[config.mk]
export PLATFORM = sky130hd
export DESIGN_NAME = mem_arbiter
export DESIGN_NICKNAME = d
export VERILOG_FILES = /design/src/rtl/mem_arbiter_pkg.sv /design/src/rtl/mem_arbiter_rr_picker.sv /design/src/rtl/mem_arbiter.sv
export SDC_FILE = /design/constraint.sdc
export NUM_CORES = 1
export LEC_CHECK = 0
export BUFFER_PORTS_ARGS = -buffer_cell sky130_fd_sc_hd__buf_2
export CAP_MARGIN = 40
export CORE_MARGIN = 10
export CORE_UTILIZATION = 30
export CTS_CLUSTER_SIZE = 25
export DETAILED_ROUTE_END_ITERATION = 10
export GPL_TIMING_DRIVEN = 0
export HOLD_SLACK_MARGIN = 0.08
export PLACE_DENSITY = 0.55
export SLEW_MARGIN = 20
export SYNTH_ARGS = -nofsm -noshare
export SYNTH_HDL_FRONTEND = slang
export SYNTH_SLANG_ARGS = --single-unit
export TNS_END_PERCENT = 30
[constraint.sdc]
create_clock -name clk -period 2.6 [get_ports clk]
set_clock_uncertainty 0.05 [all_clocks]
set_input_delay 0.26 -clock clk [delete_from_list [all_inputs] [get_ports clk]]
set_output_delay 0.26 -clock clk [all_outputs]
set_load 0.05 [all_outputs]
[src/rtl/mem_arbiter_pkg.sv]
// Shared types for the two-port memory arbiter: FSM states, access encodings
// and the latched memory command.
package PkgMemArbiter;

  typedef enum logic [1:0] {
    StIdle  = 2'd0,
    StIssue = 2'd1,
    StWait  = 2'd2,
    StDone  = 2'd3
  } state_e;

  // Access type and size encodings match the main memory interface.
  typedef enum logic {
    AccRead  = 1'b0,
    AccWrite = 1'b1
  } access_type_e;

  typedef enum logic [1:0] {
    Size32   = 2'd0,
    Size16   = 2'd1,
    Size8    = 2'd2,
    SizeRsvd = 2'd3
  } access_size_e;

  typedef enum logic {
    PortCpu = 1'b0,
    PortAux = 1'b1
  } port_e;

  typedef struct packed {
    logic [31:0]  addr;
    logic [31:0]  data;
    access_type_e access_type;
    access_size_e access_size;
  } cmd_t;

  localparam cmd_t CmdReset = '0;

endpackage

[src/rtl/mem_arbiter_rr_picker.sv]
// Two-way round-robin winner selection. grant_o: 0 = CPU, 1 = aux.
module mem_arbiter_rr_picker (
  input  logic cpu_req_i,
  input  logic aux_req_i,
  input  logic last_grant_i,
  output logic valid_o,
  output logic grant_o
);

  // On a tie the port that was not granted last wins.
  always_comb begin
    valid_o = cpu_req_i | aux_req_i;
    grant_o = 1'b0;
    if (cpu_req_i && aux_req_i) begin
      grant_o = ~last_grant_i;
    end else if (aux_req_i) begin
      grant_o = 1'b1;
    end
  end

endmodule

[src/rtl/mem_arbiter.sv]
// Arbitrates a CPU port and an auxiliary port onto a single memory port.
// One access at a time: IDLE -> ISSUE (one-cycle mem request) -> WAIT -> DONE (ack).
module mem_arbiter
  import PkgMemArbiter::*;
#(
  parameter int unsigned TIMEOUT_CYCLES = 255
) (
  input  logic        clk,
  input  logic        rst,

  input  logic        cpu_req,
  input  logic [31:0] cpu_addr,
  input  logic [31:0] cpu_wdata,
  input  logic        cpu_access_type,
  input  logic [1:0]  cpu_access_size,
  output logic        cpu_wait_for_mem,
  output logic [31:0] cpu_rdata,
  output logic        cpu_err,

  input  logic        aux_req,
  input  logic [31:0] aux_addr,
  input  logic [31:0] aux_wdata,
  input  logic        aux_access_type,
  input  logic [1:0]  aux_access_size,
  output logic        aux_wait_for_mem,
  output logic [31:0] aux_rdata,
  output logic        aux_err,

  output logic        mem_req_mem_access,
  output logic [31:0] mem_addr,
  output logic [31:0] mem_data_out,
  output logic        mem_access_type,
  output logic [1:0]  mem_access_size,
  input  logic [31:0] mem_data_in,
  input  logic        mem_wait_for_mem
);

  localparam logic [31:0] TimeoutCnt = 32'(TIMEOUT_CYCLES);

  state_e      state_q, state_d;
  cmd_t        cmd_q, cmd_d;
  port_e       owner_q, owner_d;
  port_e       last_grant_q, last_grant_d;
  logic [31:0] cnt_q, cnt_d;
  logic [31:0] rdata_q, rdata_d;
  logic        timeout_q, timeout_d;

  logic        pick_valid;
  logic        pick_grant;
  logic        cpu_ack;
  logic        aux_ack;

  mem_arbiter_rr_picker u_picker (
    .cpu_req_i    (cpu_req),
    .aux_req_i    (aux_req),
    .last_grant_i (last_grant_q == PortAux),
    .valid_o      (pick_valid),
    .grant_o      (pick_grant)
  );

  // Next-state logic for the access sequencer.
  always_comb begin
    state_d      = state_q;
    cmd_d        = cmd_q;
    owner_d      = owner_q;
    last_grant_d = last_grant_q;
    cnt_d        = cnt_q;
    rdata_d      = rdata_q;
    timeout_d    = timeout_q;

    case (state_q)
      StIdle: begin
        if (pick_valid) begin
          if (pick_grant) begin
            owner_d = PortAux;
            cmd_d   = '{addr:        aux_addr,
                        data:        aux_wdata,
                        access_type: access_type_e'(aux_access_type),
                        access_size: access_size_e'(aux_access_size)};
          end else begin
            owner_d = PortCpu;
            cmd_d   = '{addr:        cpu_addr,
                        data:        cpu_wdata,
                        access_type: access_type_e'(cpu_access_type),
                        access_size: access_size_e'(cpu_access_size)};
          end
          state_d = StIssue;
        end
      end
      StIssue: begin
        // Memory's wait flag is not meaningful in the request cycle.
        state_d = StWait;
      end
      StWait: begin
        cnt_d = cnt_q + 32'd1;
        if (!mem_wait_for_mem) begin
          rdata_d = mem_data_in;
          state_d = StDone;
        end else if (cnt_q + 32'd1 >= TimeoutCnt) begin
          timeout_d = 1'b1;
          rdata_d   = '0;
          state_d   = StDone;
        end
      end
      StDone: begin
        last_grant_d = owner_q;
        cnt_d        = '0;
        timeout_d    = 1'b0;
        state_d      = StIdle;
      end
      default: state_d = StIdle;
    endcase
  end

  // State registers with synchronous active-high reset.
  always_ff @(posedge clk) begin
    if (rst) begin
      state_q      <= StIdle;
      cmd_q        <= CmdReset;
      owner_q      <= PortCpu;
      last_grant_q <= PortAux;
      cnt_q        <= '0;
      rdata_q      <= '0;
      timeout_q    <= 1'b0;
    end else begin
      state_q      <= state_d;
      cmd_q        <= cmd_d;
      owner_q      <= owner_d;
      last_grant_q <= last_grant_d;
      cnt_q        <= cnt_d;
      rdata_q      <= rdata_d;
      timeout_q    <= timeout_d;
    end
  end

  // Requester-side outputs: only the owner sees data/err, and only in its ack cycle.
  always_comb begin
    cpu_ack          = (state_q == StDone) && (owner_q == PortCpu);
    aux_ack          = (state_q == StDone) && (owner_q == PortAux);
    cpu_wait_for_mem = cpu_req & ~cpu_ack;
    aux_wait_for_mem = aux_req & ~aux_ack;
    cpu_rdata        = cpu_ack ? rdata_q : 32'h0;
    aux_rdata        = aux_ack ? rdata_q : 32'h0;
    cpu_err          = cpu_ack & timeout_q;
    aux_err          = aux_ack & timeout_q;
  end

  // Memory-side outputs: the latched command is driven continuously.
  always_comb begin
    mem_req_mem_access = (state_q == StIssue);
    mem_addr           = cmd_q.addr;
    mem_data_out       = cmd_q.data;
    mem_access_type    = cmd_q.access_type;
    mem_access_size    = cmd_q.access_size;
  end

endmodule
After elaboration in Yosys (flattened, before gate mapping)
Cells that the tools add are included.
{"block": "totals", "inputBits": 171, "out_inout_bits": 136, "register_bits": 136, "word_cells": 54}
{"block": "classes", "n_reduce_logical": 9, "n_lt_le_gt_ge": 1, "bitwise_logic": 9, "mux": 16, "n_addsub": 1, "eq_ne": 8}
{"operator": "$mux 32", "n": 4}
{"operator": "$mux 67", "n": 1}
{"operator": "$pmux 32 s2", "n": 1}
{"operator": "$add 32x1->32 const B", "n": 1}
{"operator": "$ge 32x8->1 const B", "n": 1}
{"operator": "$pmux 2 s4", "n": 1}
{"operator": "$mux 2", "n": 3}
{"operator": "$ne 2x2->1 const B", "n": 3}
{"operator": "$reduce_and 2->1", "n": 3}
{"operator": "$mux 1", "n": 5}
{"operator": "$and 1x1->1", "n": 4}
{"operator": "$eq 2x2->1 const B", "n": 2}
{"operator": "$not 1->1", "n": 4}
{"operator": "$logic_and 1x1->1", "n": 3}
{"operator": "$ne 3x3->1 const B", "n": 1}
{"operator": "$reduce_and 3->1", "n": 1}
{"operator": "$eq 2x1->1 const B", "n": 1}
{"operator": "$logic_not 2->1", "n": 1}
{"operator": "$ne 2x1->1 const B", "n": 1}
{"operator": "$pmux 1 s2", "n": 1}
{"operator": "$reduce_bool 2->1", "n": 1}
{"operator": "$or 1x1->1", "n": 1}

Longest topological paths before layout
{"block": "depth", "depth_word": 5, "ltp_mapped": 11, "ltp_nobuf": 9}

By module
From an unflattened synthesis, not the netlist that was laid out.
{"block": "hier_totals", "hier_cells": 812, "area_unflattened_um2": 7193.1}
{"module": "mem_arbiter", "seq_area_each_um2": 2722.6, "area_per_inst_um2": 7179.4, "cells_each": 810, "instances": 1}
{"module": "mem_arbiter_rr_picker", "seq_area_each_um2": 0.0, "area_per_inst_um2": 13.8, "cells_each": 2, "instances": 1}

Worst setup path after synthesis
OpenSTA, ideal clock, no wires.
{"block": "synth_path", "path_type": "register to register", "start": "register cnt_q[3]", "end": "register rdata_q[10]", "setup_time_ns": 0.089, "n_path_buf": 2, "arrival_time_ns": 2.704, "path_stages_with_launch": 11, "setup_slack_ns": -0.242, "required_ns": 2.461, "period_less_slack_ns": 2.842, "path_cell_list": "dfxtp_1 > nand3_4 > nor4_4 > buf_4 > nand2_1 > xnor2_1 > or4_1 > nor4_4 > nand2_2 > buf_6 > a311oi_2"}
{"block": "synth_via", "elab_chain_cells": 4}
{"item": "start: declaration", "line": "mem_arbiter.sv:44", "text": "logic [31:0] cnt_q, cnt_d;"}
{"item": "start signal: assignment", "line": "mem_arbiter.sv:130", "text": "cnt_q <= cnt_d;"}
{"item": "$add 32x1->32", "line": "mem_arbiter.sv:99", "text": "end else if (cnt_q + 32'd1 >= TimeoutCnt) begin"}
{"item": "$ge 32x8->1", "line": "mem_arbiter.sv:99"}
{"item": "$ne 2x1->1 (no line)"}
{"item": "$reduce_and 2->1 (no line)"}
{"item": "end signal: assignment", "line": "mem_arbiter.sv:131", "text": "rdata_q <= rdata_d;"}
{"item": "end: declaration", "line": "mem_arbiter.sv:45", "text": "logic [31:0] rdata_q, rdata_d;"}
Every way passes these cells.
A chain may end at the register's enable or synchronous reset.

Worst setup path after layout
{"block": "layout_path", "start": "register cnt_q[18]", "end": "register rdata_q[7]"}
Same word-level chain as after synthesis.

==> summary by stage <==
Run status
The flow ran to the end, but the final reports show violations. The checks that failed: negative setup slack.

Placement
The number of buffers added on ports is 306. The estimated wirelength of the detail-placed design is about 21000 µm. Routability-driven placement finished with a final weighted congestion of 0.845. At the placement stage, the worst setup path has a slack of -558 ps.

Yosys
Synthesis inferred ~140 register bits. The net count after synthesis is 993. The post-synthesis sequential area ratio is 0.381. The top cell type by total area after synthesis is sky130_fd_sc_hd__dfxtp_1.

Ranked by total cell area, the synthesized netlist is headed by sky130_fd_sc_hd__dfxtp_1 (38%), sky130_fd_sc_hd__mux2i_1 (9.8%), sky130_fd_sc_hd__a211oi_1 (7.3%). In the synthesized netlist the async set-or-reset flop fraction comes to 0. A synthesized cell averages 8.76 µm². The netlist uses 47 different library cells. During synthesis, Yosys emitted a total of 0 warnings. Counting every instance in the synthesized netlist gives 815. The cell area that synthesis handed to floorplanning was 7140 µm². In the synthesized netlist the dominant register cell turns out to be sky130_fd_sc_hd__dfxtp_1. In this run, synthesis inferred 0 flip-flops with an integrated enable. Of the post-synthesis cell area, the dominant cell type holds 0.381.

Timing
After layout, the minimum clock period comes to between 2000 and 3000 ps. The number of max-slew violations in the final report is 0. The actual transition at the worst max-transition pin is between 700 and 800 ps.

Across all hold checks on the routed design, the worst slack comes to 94.4 ps. After layout, the worst setup slack is -253 ps. Setup violations remaining at the end of the flow were counted as 34. The relative slew slack is 0.500. Setup repair after global routing could not meet its margin everywhere.

The number of hold violations in the final report is 0. The post-route fraction of the period consumed by the critical path is 1.10. Timing would allow up to 0.350 GHz.

Power and ir drop
The internal cell power is approximately 0.0049 W. The power density normalized to cell area is 894 nW/µm². The completed layout was analyzed and its total power is 0.00913 W.

The share of total power dissipated in the clock network is 0.258. The fraction of power consumed by combinational cells is 0.434. The worst-case IR drop observed on VDD is 0.464 mV. Of the total power, registers draw 0.308. The net switching power of the design is ~0.0043 W. The switching part of the total power is 0.468. The static leakage is 4.54 nW.

Global routing
The first global-routing pass estimated 42000 µm of wire. For this run, the total global-route usage over all layers was measured as 0.170. The number of antenna violations at the first check in global routing was 0. The total overflow reported by the global router is 0. The number of global-route vias before repair is 7382. The largest net degree at the start of global routing is 17.

Final layout
Compared with the post-synthesis result, the final layout area differs by 42.9%. The final layout contains 1356 nets. Across the whole layout, storage elements account for 2760 µm². The multi-input combinational cell area is 4180 µm². The fraction of final layout cells with drive strength greater than 1 is 0.377. After filler insertion, the fill cell instance count of the layout stands at about 2400. At the end of the flow the core is filled with cells to 0.435.

Worst hold path
The worst min-delay path class is input pin to flop.

Die
The core area is ~23000 µm². The floorplan row count is between 50 and 60. The die is approximately 170 µm tall. For this configuration, the core starts out at a cell density of 0.304. The top-level port count is 307.

From left edge to right edge, the die measures 174 µm. The floorplan step defined a die boundary enclosing 30400 µm².

Critical path
Among all stages on the critical path, the largest delay is contributed by sky130_fd_sc_hd__dfxtp_1. The data required time at the worst endpoint is 2880 ps. The path type of the worst setup path is flop to flop.

Traced cell by cell, the critical path runs through nand2_1 -> nor3_4 -> nand2_4 -> xnor2_2 -> or4_4 -> nor4_4 -> buf_4 -> nand2_8 -> buf_8 -> a311oi_2. The nature of the critical path endpoint is a flop. The critical path buffer and inverter count is 2. The largest single stage delay on the critical path is slightly above 500 ps. The setup slack of the most critical reg-to-reg path is -250 ps. Data on the critical path arrives at its endpoint at 3130 ps. The kind of launch point of the worst setup path is a flop. Among cell families on the critical path, the largest total delay comes from simple AND/OR/NAND/NOR gates. Along the worst path, the maximum fanout reaches 7.

Drt
The detail route stage leaves a number of antenna-violating nets equal to 0. For this run, design rule violations remaining after detail routing come to 0. The first routing iteration left 446 violations. The detailed router placed around 7400 vias in this run. The length of the first detailed-routing pass in iterations is 5. The total routed wirelength is 27200 µm. Dividing the detail-routed via count by the number of cells gives 4.88. The detail-routed net length per standard cell is 18.0 µm.

CTS
Counting along the longest clock path gives a buffer depth of 2. TritonCTS built the clock tree. The clock net in this run drives a total of about 140 sinks. The number of buffers created by CTS is 17. The later pin in the worst-skew pair is clocked with a latency of about 420 ps.

Clock-pin slew was measured on the worst setup and hold paths at 70 ps. The number of levels the H-tree was split into is 4. Clock tree synthesis selected as its root buffer the cell sky130_fd_sc_hd__clkbuf_16.

Job
Max-cap violations in this run came to 0.
==> worst paths after layout <==
kind	cells past startpoint	start	endpoint
setup / recovery	10	cnt_q[18]$_SDFFE_PP0P_	rdata_q[7]$_SDFFE_PP0P_
hold / removal	3	mem_data_in[15]	rdata_q[15]$_SDFFE_PP0P_
setup reg to reg	10	cnt_q[18]$_SDFFE_PP0P_	rdata_q[7]$_SDFFE_PP0P_
hold reg to reg	2	last_grant_q$_SDFFE_PP1P_	last_grant_q$_SDFFE_PP1P_
==> metrics by stage <==
step | setup TNS, ps | cell area [µm²] | instances
after floorplan | -1260 | 7160 | 815
after global placement | -25350 | 9090 | 1440
after detailed placement | -22450 | 9100 | 1441
after CTS | -4330 | 10100 | 1505
after global routing | -13330 | 10200 | 1510
final | -7810 | 10200 | 1511
==> state kept, by name, indices dropped and copies added (netlist names) <==
name / flops
cnt_q: 32
mem_addr: 32
mem_data_out: 32
rdata_q: 32
mem_access_size: 2
state_q: 2
last_grant_q: 1
mem_access_type: 1
owner_q: 1
timeout_q: 1
==> what timing repair did <==
action | CTS | global route
hold buffers | 15 | 0
setup endpoints to repair | 90 | 70
resized for setup | 45 | 12
cloned | 2 | 0
pin swaps | 10 | 7
endpoints found under the hold margin | 15 | 0
setup buffers | 21 | 5
==> worst register-to-register path: cells and delay by family (launching register included) <==
kind                      cells  cell delay [ps]
and+or+nand+nor               6             1480
DFF                           1              510
buffers and inverters         2              370
AOI/OAI and AO/OA             1              230
xor gates and xnor gates      1              140
==> cells by family after synthesis <==
logic type | Yosys count | share of synthesized area
DFF | 136 | 0.381
muxes | 70 | 0.0981
buffers and inverters | 81 | 0.0468
adders and majority gates | 7 | 0.0123
xor gates and xnor gates | 42 | 0.0515
and+or+nand+nor | 320 | 0.226
AOI/OAI and AO/OA | 159 | 0.184
==> power groups by stage <==
| stage | Clock, W | Combinational, W | Sequential [W] |
|---|---|---|---|
| floorplan | 0 | 0.00153 | 0.00407 |
| global placement | 0 | 0.00390 | 0.00283 |
| detailed placement | 0 | 0.00393 | 0.00284 |
| CTS | 0.00241 | 0.00399 | 0.00281 |
| global route | 0.00251 | 0.00427 | 0.00287 |
| finish | 0.00236 | 0.00396 | 0.00281 |
==> synth_stat cells (3+ instances only) <==
master and count:
sky130_fd_sc_hd__dfxtp_1 136, sky130_fd_sc_hd__nor2_1 114, sky130_fd_sc_hd__mux2i_1 70, sky130_fd_sc_hd__a211oi_1 69
sky130_fd_sc_hd__nand2_1 58, sky130_fd_sc_hd__clkbuf_1 57, sky130_fd_sc_hd__a21oi_1 38, sky130_fd_sc_hd__and3_1 37
sky130_fd_sc_hd__and2_1 35, sky130_fd_sc_hd__a311oi_2 30, sky130_fd_sc_hd__xor2_1 25, sky130_fd_sc_hd__nand4_1 19
sky130_fd_sc_hd__xnor2_1 17, sky130_fd_sc_hd__nand3_1 14, sky130_fd_sc_hd__nor3_1 13, sky130_fd_sc_hd__buf_1 9
sky130_fd_sc_hd__inv_1 8, sky130_fd_sc_hd__ha_1 7, sky130_fd_sc_hd__or3_1 7, sky130_fd_sc_hd__o21ai_0 6
sky130_fd_sc_hd__a31oi_1 5, sky130_fd_sc_hd__and4_1 3, sky130_fd_sc_hd__buf_2 3, sky130_fd_sc_hd__buf_6 3
sky130_fd_sc_hd__nor2b_1 3
==> placed cells by master (no fill, tap or decap), types with 6 or more instances in the layout <==
cell type,Yosys,layout
sky130_fd_sc_hd__buf_2,3,309
sky130_fd_sc_hd__dfxtp_1,136,117
sky130_fd_sc_hd__nor2_1,114,112
sky130_fd_sc_hd__mux2i_1,70,70
sky130_fd_sc_hd__a211oi_1,69,69
sky130_fd_sc_hd__nand2_1,58,56
sky130_fd_sc_hd__clkbuf_1,57,46
sky130_fd_sc_hd__a21oi_1,38,38
sky130_fd_sc_hd__and3_1,37,37
sky130_fd_sc_hd__and2_1,35,35
sky130_fd_sc_hd__a311oi_2,30,31
sky130_fd_sc_hd__xor2_1,25,25
sky130_fd_sc_hd__buf_4,1,25
sky130_fd_sc_hd__nand4_1,19,19
sky130_fd_sc_hd__clkbuf_16,0,17
sky130_fd_sc_hd__xnor2_1,17,16
sky130_fd_sc_hd__dlygate4sd3_1,0,15
sky130_fd_sc_hd__nand3_1,14,14
sky130_fd_sc_hd__dfxtp_2,0,13
sky130_fd_sc_hd__nor3_1,13,12
sky130_fd_sc_hd__inv_1,8,8
sky130_fd_sc_hd__or3_1,7,7
sky130_fd_sc_hd__buf_1,9,7
sky130_fd_sc_hd__o21ai_0,6,6
sky130_fd_sc_hd__ha_1,7,6
sky130_fd_sc_hd__dfxtp_4,0,6
==> final cells by class <==
type	instances	share of cell area
multi-input cells	598	0.409
flip-flops and latches	136	0.271
repair buffers	350	0.191
clock buffers	18	0.0430
well taps	319	0.0391
plain buffers	67	0.0319
clock inverters	14	0.0125
inverters	8	0.00294
diodes	1	0.000245
==> routing by layer <==
| layer | GRT usage | share of wire |
|---|---|---|
| met5 | 0 | 0 |
| met4 | 0.0410 | 0.0099 |
| met3 | 0.0340 | 0.050 |
| met2 | 0.285 | 0.49 |
| met1 | 0.218 | 0.45 |
(Power assumes the default switching activity.)
